$ cat config.mk
export PLATFORM = sky130hd
export DESIGN_NAME = rca_slice_sequencer
export DESIGN_NICKNAME = d
export VERILOG_FILES = /design/src/rtl/rca_slice_sequencer.sv
export SDC_FILE = /design/constraint.sdc
export NUM_CORES = 1
export LEC_CHECK = 0
export CORE_UTILIZATION = 30
export DETAILED_ROUTE_END_ITERATION = 10
export HOLD_SLACK_MARGIN = 0.1
export PLACE_DENSITY = 0.58
export RECOVER_POWER = 25
export SLEW_MARGIN = 25
export SYNTH_ARGS = -nofsm -noshare
export SYNTH_HDL_FRONTEND = slang
export SYNTH_SLANG_ARGS = --single-unit
$ cat constraint.sdc
create_clock -name clk -period 8.4 [get_ports clk]
set_input_delay 1.26 -clock clk [delete_from_list [all_inputs] [get_ports clk]]
set_output_delay 1.26 -clock clk [all_outputs]
set_load 0.01 [all_outputs]
$ cat src/rtl/rca_slice_sequencer.sv
// Multi-cycle add/subtract sequencer: one SLICE-bit ripple adder is stepped
// LSB-first over WIDTH-bit operands, carry chained between chunks.
module rca_slice_sequencer #(
  parameter int WIDTH = 16,
  parameter int SLICE = 4
) (
  input  logic             clk,
  input  logic             rst,
  input  logic             in_valid,
  output logic             in_ready,
  input  logic             op,
  input  logic [WIDTH-1:0] a,
  input  logic [WIDTH-1:0] b,
  input  logic             c_in,
  output logic             out_valid,
  input  logic             out_ready,
  output logic [WIDTH-1:0] sum,
  output logic             carry,
  output logic             ovf,
  output logic             busy
);

  localparam int NSLICE = WIDTH / SLICE;
  localparam int IW     = (NSLICE > 1) ? $clog2(NSLICE) : 1;
  localparam logic [IW-1:0] LAST_IDX = IW'(NSLICE - 1);

  typedef enum logic [1:0] {
    IDLE = 2'd0,
    RUN  = 2'd1,
    DONE = 2'd2
  } state_t;

  state_t           state_q, state_d;
  logic [WIDTH-1:0] a_q, a_d;
  logic [WIDTH-1:0] b_q, b_d;
  logic [WIDTH-1:0] sum_q, sum_d;
  logic             cr_q, cr_d;
  logic [IW-1:0]    idx_q, idx_d;
  logic             carry_q, carry_d;
  logic             ovf_q, ovf_d;

  logic [SLICE-1:0] slice_a, slice_b, slice_s;
  logic [SLICE:0]   rc;

  // Bit-serial ripple through the current chunk, exactly as the adder slice.
  always_comb begin
    slice_a = a_q[idx_q*SLICE +: SLICE];
    slice_b = b_q[idx_q*SLICE +: SLICE];
    slice_s = '0;
    rc      = '0;
    rc[0]   = cr_q;
    for (int i = 0; i < SLICE; i++) begin
      slice_s[i] = slice_a[i] ^ slice_b[i] ^ rc[i];
      rc[i+1]    = (slice_a[i] & slice_b[i]) | (rc[i] & (slice_a[i] ^ slice_b[i]));
    end
  end

  always_comb begin
    state_d = state_q;
    a_d     = a_q;
    b_d     = b_q;
    sum_d   = sum_q;
    cr_d    = cr_q;
    idx_d   = idx_q;
    carry_d = carry_q;
    ovf_d   = ovf_q;
    case (state_q)
      IDLE: begin
        if (in_valid) begin
          a_d     = a;
          b_d     = op ? ~b : b;
          cr_d    = op ? 1'b1 : c_in;
          idx_d   = '0;
          sum_d   = '0;
          carry_d = 1'b0;
          ovf_d   = 1'b0;
          state_d = RUN;
        end
      end
      RUN: begin
        sum_d[idx_q*SLICE +: SLICE] = slice_s;
        cr_d  = rc[SLICE];
        idx_d = idx_q + IW'(1);
        if (idx_q == LAST_IDX) begin
          carry_d = rc[SLICE];
          // Overflow from operand signs vs. result sign (B already inverted for subtract).
          ovf_d   = (a_q[WIDTH-1] == b_q[WIDTH-1]) & (slice_s[SLICE-1] != a_q[WIDTH-1]);
          state_d = DONE;
        end
      end
      DONE: begin
        if (out_ready) state_d = IDLE;
      end
      default: state_d = IDLE;
    endcase
  end

  always_ff @(posedge clk or posedge rst) begin
    if (rst) begin
      state_q <= IDLE;
      a_q     <= '0;
      b_q     <= '0;
      sum_q   <= '0;
      cr_q    <= 1'b0;
      idx_q   <= '0;
      carry_q <= 1'b0;
      ovf_q   <= 1'b0;
    end else begin
      state_q <= state_d;
      a_q     <= a_d;
      b_q     <= b_d;
      sum_q   <= sum_d;
      cr_q    <= cr_d;
      idx_q   <= idx_d;
      carry_q <= carry_d;
      ovf_q   <= ovf_d;
    end
  end

  assign in_ready  = (state_q == IDLE);
  assign out_valid = (state_q == DONE);
  assign busy      = (state_q != IDLE);
  assign sum       = sum_q;
  assign carry     = carry_q;
  assign ovf       = ovf_q;

endmodule

* Word level (Yosys, flattened, before mapping) *
Cells that the tools add are included.

word-level totals
  register bits after elaboration = 55
  bits in latches = 0
  bits in writable memories = 0
  ROM bits = 0
  input bits = 38
  output and inout bits = 21
  logic and storage cells = 69
  memories = 0

cells by class
  add/subtract/negate cells = 2
  multiply operators = 0
  divide/modulo/power cells = 0
  magnitude comparators = 0
  equal/unequal tests = 8
  shift operators = 4
  multiplexer cells = 18
  bitwise gates (word level) = 22
  reductions and logical operators = 7

operators by type and width
  kind                       count
  $neg A4 Y34                1
  $shift A4 B34 Y16 const A  1
  $shiftx A4 B34 Y16         1
  $mux W16                   2
  $pmux W16 S2               1
  $shiftx A16 B5 Y4          2
  $bwmux W16                 1
  $not A16 Y16               1
  $and A1 B1 Y1              9
  $mux W2                    4
  $xor A1 B1 Y1              8
  $pmux W1 S2                3
  $pmux W2 S3                1
  $reduce_and A3 Y1          2
  $mux W1                    5
  $eq A2 B2 Y1 const B       2
  $ne A2 B2 Y1 const B       2
  $or A1 B1 Y1               4
  $pmux W2 S2                1
  $reduce_and A2 Y1          2
  $reduce_bool A2 Y1         2
  $add A2 B1 Y2 const B      1
  $eq A2 B1 Y1 const B       1
  $logic_not A2 Y1           1
  3 further kinds            3

* Depth between registers and ports, before layout *
Gate-level depths: netlist of run 1.

  depth after elaboration = 13
  gate-level depth with buffers = 14
  gate-level depth less buffers = 12

* Least setup slack after synthesis of run 1 *
No wires, ideal clock.

  path kind = register to register
  start = register idx_q[0]
  end = register ovf_q (netlist: ovf)
  library setup time = 0.129 ns
  arrival = 3.008 ns
  data required time = 8.271 ns
  slack = 5.263 ns
  stages on the path, launching flop included = 15
  path buffers = 2
  path through = dfrtp_1 > buf_2 > buf_4 > mux4_2 > inv_1 > fa_1 > inv_1 > fa_1 > inv_1 > fa_1 > inv_1 > fa_1 > and3b_1 > a21oi_1 > o21ai_0

on the way
  cells in the longest elaborated chain, start to end = 13
  elaborated cells between the ends (all ways) = 23
  classes of those cells = 3 x eq/ne; 2 x shift; 2 x mux; 15 x bitwise; 1 x reduce/logical

ends and longest elaborated chain
  item                                         RTL line  text
  start: declaration                           38        logic [IW-1:0] idx_q, idx_d;
  start signal: assignment                     114       idx_q <= idx_d;
  $shiftx A16 B5 Y4, on equally long branches  47, 48
  $xor A1 B1 Y1                                54        rc[i+1] = (slice_a[i] & slice_b[i]) | (rc[i] & (slice_a[i] ^ slice_b[i]));
  $and A1 B1 Y1                                54
  $or A1 B1 Y1                                 54
  $and A1 B1 Y1                                54
  $or A1 B1 Y1                                 54
  $and A1 B1 Y1                                54
  $or A1 B1 Y1                                 54
  $xor A1 B1 Y1                                53        slice_s[i] = slice_a[i] ^ slice_b[i] ^ rc[i];
  $ne A1 B1 Y1                                 87        ovf_d = (a_q[WIDTH-1] == b_q[WIDTH-1]) & (slice_s[SLICE-1] != a_q[WIDTH-1]);
  $and A1 B1 Y1                                87
  $mux W1                                      84        if (idx_q == LAST_IDX) begin
  $pmux W1 S2                                  67        case (state_q)
  end signal: assignment                       116       ovf_q <= ovf_d;
  end: declaration                             40        logic ovf_q, ovf_d;

Several ways; a longest one is shown, not always the timed one. The select of a mux whose other input is x is not followed.
A chain may end at the register's enable or synchronous reset.

* Worst setup path in the final report of run 1 *
Same ends and word-level chain as after synthesis.

==> metrics.cfg, run 1 <==
[run_status]
status = complete, but fails checks
violations = max-capacitance violations, max-slew violations

[critical_path]
cp-end-kind = flop
ff2ff_setup_slack_ns = 4.88
r2r_start = idx_q[0]
r2r_end = ovf
worst-path-max-fanout = 19
critPathLaunchType = flop
cp.arrival_ns = 3.71
r2r_cells = 12
crit_type = reg2reg
crit_required_ns = 8.59

[sta]
holdWs_ns = 0.494
fmax_mhz = 284
slew_viol_final = 56
tns_ns = 0
period_needed_ns = 3.52
hold_viol_final = 0
relSlewSlack_pct = -60.1
tightestPinTransition_ns = 2.39
finClkSkew_ns = 0.00940
rsz0062_at_grt = no
finalSetupViolCount = 0
fin_crit_sh_pct = 41.9

[global_routing]
grt_pass1_vias = 1801
track_usage_pct = 12.5
grt_pass1_wl_mm = 9.29
antenna_found_initial = 0
grt_overflow = 0
grt_max_degree = 56

[cells_and_area]
drive_above_1_share_pct = 7.94
diodes = 0
final_util_pct = 39.6
nets = 323
areaGrowthSynthToFinish_pct = 28.3
finalNonFillerCells = 385

[clock_network]
root_buffer = clkbuf_8
cts.reportedPaths.clkPinSlew_ns = 0.09
htreeDepth = 2
cts_buffers = 5
ctsLongestPathBuffers = 2
postCtsHoldBufs = 0
cts_setup_buffers = 0
tritoncts = yes
cts.sinks = 55
clkLatencyLatePin_ns = 0.30
ctsResizeCount = 0

[floorplan]
start_util_pct = 30.9
chipWidth_um = 96.8
std_cell_rows = 34
die-area_um2 = 9360
die_y_um = 96.8
io_pins = 59
core_um2 = 8720

[pwr]
p_per_area_nw_per_um2 = 386
power_mw = 1.33
p_clk_share_pct = 11.7
internal_power_mw = 0.800
pwr-share-comb_pct = 51.7
switchingPower_mw = 0.534
peakVddDrop_v = 0.000168
p_leak_nw = 1.42
netSwitchingFraction_pct = 40.0
p_seq_share_pct = 36.6

[route]
wl_per_cell_um = 14.3
drt_pass1_iterations = 4
postRouteAntennaNets = 0
vias_per_cell = 4.70
drtIter0Drc = 75
drt_wl_total_mm = 5.49
drc = 0
vias = 1809

[yosys]
yosys.cell_types.count = 34
synth_flop_cell = dfrtp_1
synthCells = 222
synth_top_area_cell = dfrtp_1
ys_warn_count = 0
yosysSeqAreaShare_pct = 51.1
syn_area_um2 = 2690
yosys-top-cells-area = dfrtp_1, mux2_1, mux4_2, xnor2_1, a21oi_1
synth-edff-count = 0
async_reset_ff_share_pct = 100
synth.avg_cell_area_um2 = 12.1
syn_nets = 269
synth_top_area_share_pct = 51.1
synth_common_cells = dfrtp_1, a21oi_1, nor2_1
synth.most_common_cell = dfrtp_1
synth-seq-cells = 55

[placement]
numPortBuffers = 58
dpl.hpwl_mm = 4.06
place_inst = 377
routabilityCongestion = 0.718

[job]
drv_cap = 1

[min_path]
hold_path_depth = 1
hp-start = a_q[10]
hold_path_class = reg2reg
worstHoldEndpoint = a_q[10]

[registers in the layout, indices dropped and copies added, names as in the netlist]
register	cells
a_q	16
b_q	16
carry	1
cr_q	1
idx_q	2
ovf	1
state_q	2
sum	16
[stage by stage]
stage / setup WS (ns) / cell area (µm²)
2_1_floorplan: 5.26 / 2690
3_3_place_gp: 4.91 / 3360
3_5_place_dp: 4.85 / 3360
4_1_cts: 4.85 / 3460
5_1_grt: 4.60 / 3460
6_report: 4.88 / 3460
[area by class of cell]
| cell class | instances | area (µm²) |
|---|---|---|
| Multi-Input combinational cell | 140 | 1200 |
| Timing Repair Buffer | 59 | 588 |
| Sequential cell | 55 | 1380 |
| Tap cell | 108 | 135 |
| Fill cell | 843 | 5260 |
| Inverter | 15 | 57.6 |
| Clock buffer | 8 | 100 |
[power by group through the flow]
stage	sequential [mW]	clock, mW	combinational (mW)
detailed placement	0.499	0	0.693
global route	0.512	0.171	0.757
floorplan	0.449	0	0.492
finish	0.489	0.156	0.689
CTS	0.492	0.162	0.695
global placement	0.497	0	0.682
[per-layer routing]
layer  wire length, µm  part of all wire (%)  global-route usage, %  up-vias
li1                  -                     -                      -      881
met1              2630                    48                   16.8      887
met2              2630                    48                   20.3       37
met3               183                   3.3                   3.11        4
met4                50                  0.91                   3.10        0
met5                 0                     0                      0        -
[cell families after synthesis]
| logic type | Yosys count | synth area share [%] |
|---|---|---|
| fa+ha+maj | 9 | 5.30 |
| simple gates | 43 | 8.50 |
| xor+xnor | 16 | 5.20 |
| buf+inv | 27 | 4.60 |
| mux | 24 | 13.4 |
| compound gates | 48 | 11.9 |
| flops | 55 | 51.1 |
[critical path: stages (launching register included)]
cell and delay (ns):
dfrtp_1 0.87, mux4_2 0.59, inv_1 0.09, fa_1 0.16, inv_1 0.05, fa_1 0.35, inv_1 0.07, fa_1 0.17
inv_1 0.05, fa_1 0.63, and3b_1 0.21, a21oi_1 0.10, o21ai_0 0.08
[worst max-delay path by stage]
| stage | startpoint | endpoint | slack (ns) | cells after the start |
|---|---|---|---|---|
| finish | idx_q[0] | ovf | 4.88 | 12 |
| global route | idx_q[0] | ovf | 4.60 | 12 |
| CTS | idx_q[0] | ovf | 4.85 | 12 |
| detailed placement | idx_q[0] | ovf | 4.85 | 12 |
| global placement | idx_q[0] | ovf | 4.91 | 12 |
| floorplan | idx_q[0] | ovf | 5.26 | 14 |
[cell usage in the layout, fill, tap and decap left out, types with 14 or more instances in the layout]
| cell | n |
|---|---|
| a21oi_1 | 19 |
| clkdlybuf4s50_1 | 57 |
| dfrtp_1 | 55 |
| inv_1 | 14 |
| mux2_1 | 16 |
| nor2_1 | 17 |
| xnor2_1 | 16 |
Note: power is estimated with default switching activity, not from simulation.
==> run 2: changes to the inputs <==
Clock period 8.4 ns to 3.3 ns, I/O delays scaled along.
==> run 2 against run 1 <==
Effect of this change:
- final cell count is 1.0% higher
- register-to-register slack got worse by 4.5 ns
- clock skew decreased by 0.0020 ns
- the flow now finishes without violations
- largest power group unchanged
- worst setup slack got worse by 4.5 ns
==> metrics.cfg, run 2 (synthesis gave the netlist of run 1 again) <==
[placement]
routabilityCongestion = 0.753  ; +4.9%
numPortBuffers = 58  ; unchanged
pre_cts_slack_ns = 0.370  ; -4.47 ns
place_inst = 381  ; +1.1%
dpl.hpwl_mm = 4.30  ; +6.0%

[cells_and_area]
finalNonFillerCells = 389  ; +1.0%
drive_above_1_share_pct = 8.90  ; +0.95 points
final_common_cell = clkdlybuf4s50_1
fillers = 847  ; +0.47%
diodes = 0  ; unchanged
areaGrowthSynthToFinish_pct = 28.8
final_cell_mix = clkdlybuf4s50_1, dfrtp_1, a21oi_1
nets = 327  ; +1.2%

[critical_path]
critPathLaunchType = flop
crit_required_ns = 3.49  ; -5.10 ns
cp_common_cell = fa_1
cp-end-kind = flop
worst-path-max-fanout = 17  ; -2
crit_type = reg2reg
critPathSlowestCell = mux4_2
critPathBufInv = 3  ; -1
critPathTopFamily = adder cells
cp.arrival_ns = 3.13  ; -0.58 ns
slowest_delay_ns = 0.55  ; -0.32 ns
ff2ff_setup_slack_ns = 0.37  ; -4.51 ns
worstPathCellList = buf_4 > mux4_2 > fa_1 > inv_1 > fa_1 > inv_1 > fa_1 > and3b_1 > a21oi_1 > o21ai_0

[clock_network]
cts.sinks = 55  ; unchanged
ctsLongestPathBuffers = 2  ; unchanged
htreeDepth = 2  ; unchanged
cts_setup_buffers = 0  ; unchanged
tritoncts = yes
clkLatencyLatePin_ns = 0.31  ; about the same
postCtsHoldBufs = 0  ; unchanged
cts_buffers = 5  ; unchanged
ctsResizeCount = 0  ; unchanged
root_buffer = clkbuf_8
cts.reportedPaths.clkPinSlew_ns = 0.09  ; about the same

[sta]
relSlewSlack_pct = 38.5  ; +99 points
holdWs_ns = 0.493  ; -0.00136 ns
finalSetupViolCount = 0  ; unchanged
final.setup.worst_slack_ns = 0.368  ; -4.51 ns
tightestPinTransition_ns = 0.919  ; -1.47 ns
period_needed_ns = 2.93  ; -0.588 ns
rsz0062_at_grt = no
fmax_mhz = 341  ; +20%
slew_viol_final = 0  ; -100%
tns_ns = 0  ; unchanged
fin_crit_sh_pct = 88.8  ; +47 points
finClkSkew_ns = 0.00740  ; -0.00200 ns
hold_viol_final = 0  ; unchanged

[floorplan]
die_y_um = 96.8  ; unchanged
core_um2 = 8720  ; unchanged
std_cell_rows = 34  ; unchanged
chipWidth_um = 96.8  ; unchanged
io_pins = 59  ; unchanged
start_util_pct = 30.9  ; unchanged
die-area_um2 = 9360  ; unchanged

[route]
drt_wl_total_mm = 5.61  ; +2.1%
drt_pass1_iterations = 3  ; -1
wl_per_cell_um = 14.4  ; +1.1%
vias = 1837  ; +1.5%
postRouteAntennaNets = 0  ; unchanged
drtIter0Drc = 48  ; -36%
vias_per_cell = 4.72  ; +0.50%
drc = 0  ; unchanged

[global_routing]
grt_pass1_wl_mm = 9.45  ; +1.7%
grt_pass1_vias = 1908  ; +5.9%
grt_overflow = 0  ; unchanged
antenna_found_initial = 0  ; unchanged
grt_max_degree = 49  ; -13%
track_usage_pct = 12.8  ; +0.28 points

[pwr]
pwr-share-comb_pct = 54.2  ; +2.5 points
netSwitchingFraction_pct = 40.6  ; +0.54 points
p_leak_nw = 1.44  ; +0.99%
p_clk_share_pct = 10.7  ; -1.0 points
internal_power_mw = 2.04  ; +160%
p_seq_share_pct = 35.1  ; -1.5 points
power_mw = 3.43  ; +160%
switchingPower_mw = 1.39  ; +160%
peakVddDrop_v = 0.000356  ; +110%
p_per_area_nw_per_um2 = 990  ; +160%

[job]
drv_cap = 0  ; -1

[run_status]
status = completed

[min_path]
hold_path_class = reg2reg

-- run 2: cell count changes in the layout (fill, tap and decap cells not counted), sizes merged --
cell	change
inv	+1
clkinv	+1
dlygate4sd3	+1
clkbuf	-1
buf	+3
clkdlybuf4s50	-1
-- run 2: per-layer routing --
metal  vias up  global-route usage, %  part of all wire, %
met1       895                   15.7                   44
li1        897                      -                    -
met4         0                   3.67                  1.3
met3         8                   3.25                  3.7
met5         -                      0                    0
met2        37                   22.2                   50
-- run 2: power by group through the flow --
stage | combinational, mW | clock, mW | sequential (mW)
CTS | 1.91 | 0.380 | 1.21
global placement | 1.85 | 0 | 1.22
finish | 1.86 | 0.368 | 1.20
floorplan | 1.25 | 0 | 1.14
global route | 2.07 | 0.410 | 1.25
detailed placement | 1.90 | 0 | 1.23
-- run 2: layout make-up --
cell class | count | area, µm² | area share, %
clock buffer | 6 | 72.6 | 2.09
clock inverter | 2 | 12.5 | 0.361
inverter | 15 | 56.3 | 1.62
multi-input combinational | 140 | 1200 | 34.6
sequential | 55 | 1380 | 39.7
tap | 108 | 135 | 3.90
timing repair buffer | 63 | 616 | 17.7
-- run 2: worst paths after layout --
kind | startpoint | end | depth (start not counted)
max | idx_q[0] | ovf | 10
min | a_q[0] | a_q[0] | 1
max reg2reg | idx_q[0] | ovf | 10
min reg2reg | a_q[0] | a_q[0] | 1
max in group asynchronous | rst | b_q[7] | 3
min in group asynchronous | rst | a_q[4] | 2
-- run 2: per-stage QoR --
stage                     utilization [%]  area [µm²]
after floorplan                         -        2690
after global placement               38.8        3390
after detailed placement             38.8        3390
after CTS                            39.8        3470
after global routing                 39.8        3470
final                                39.8        3470
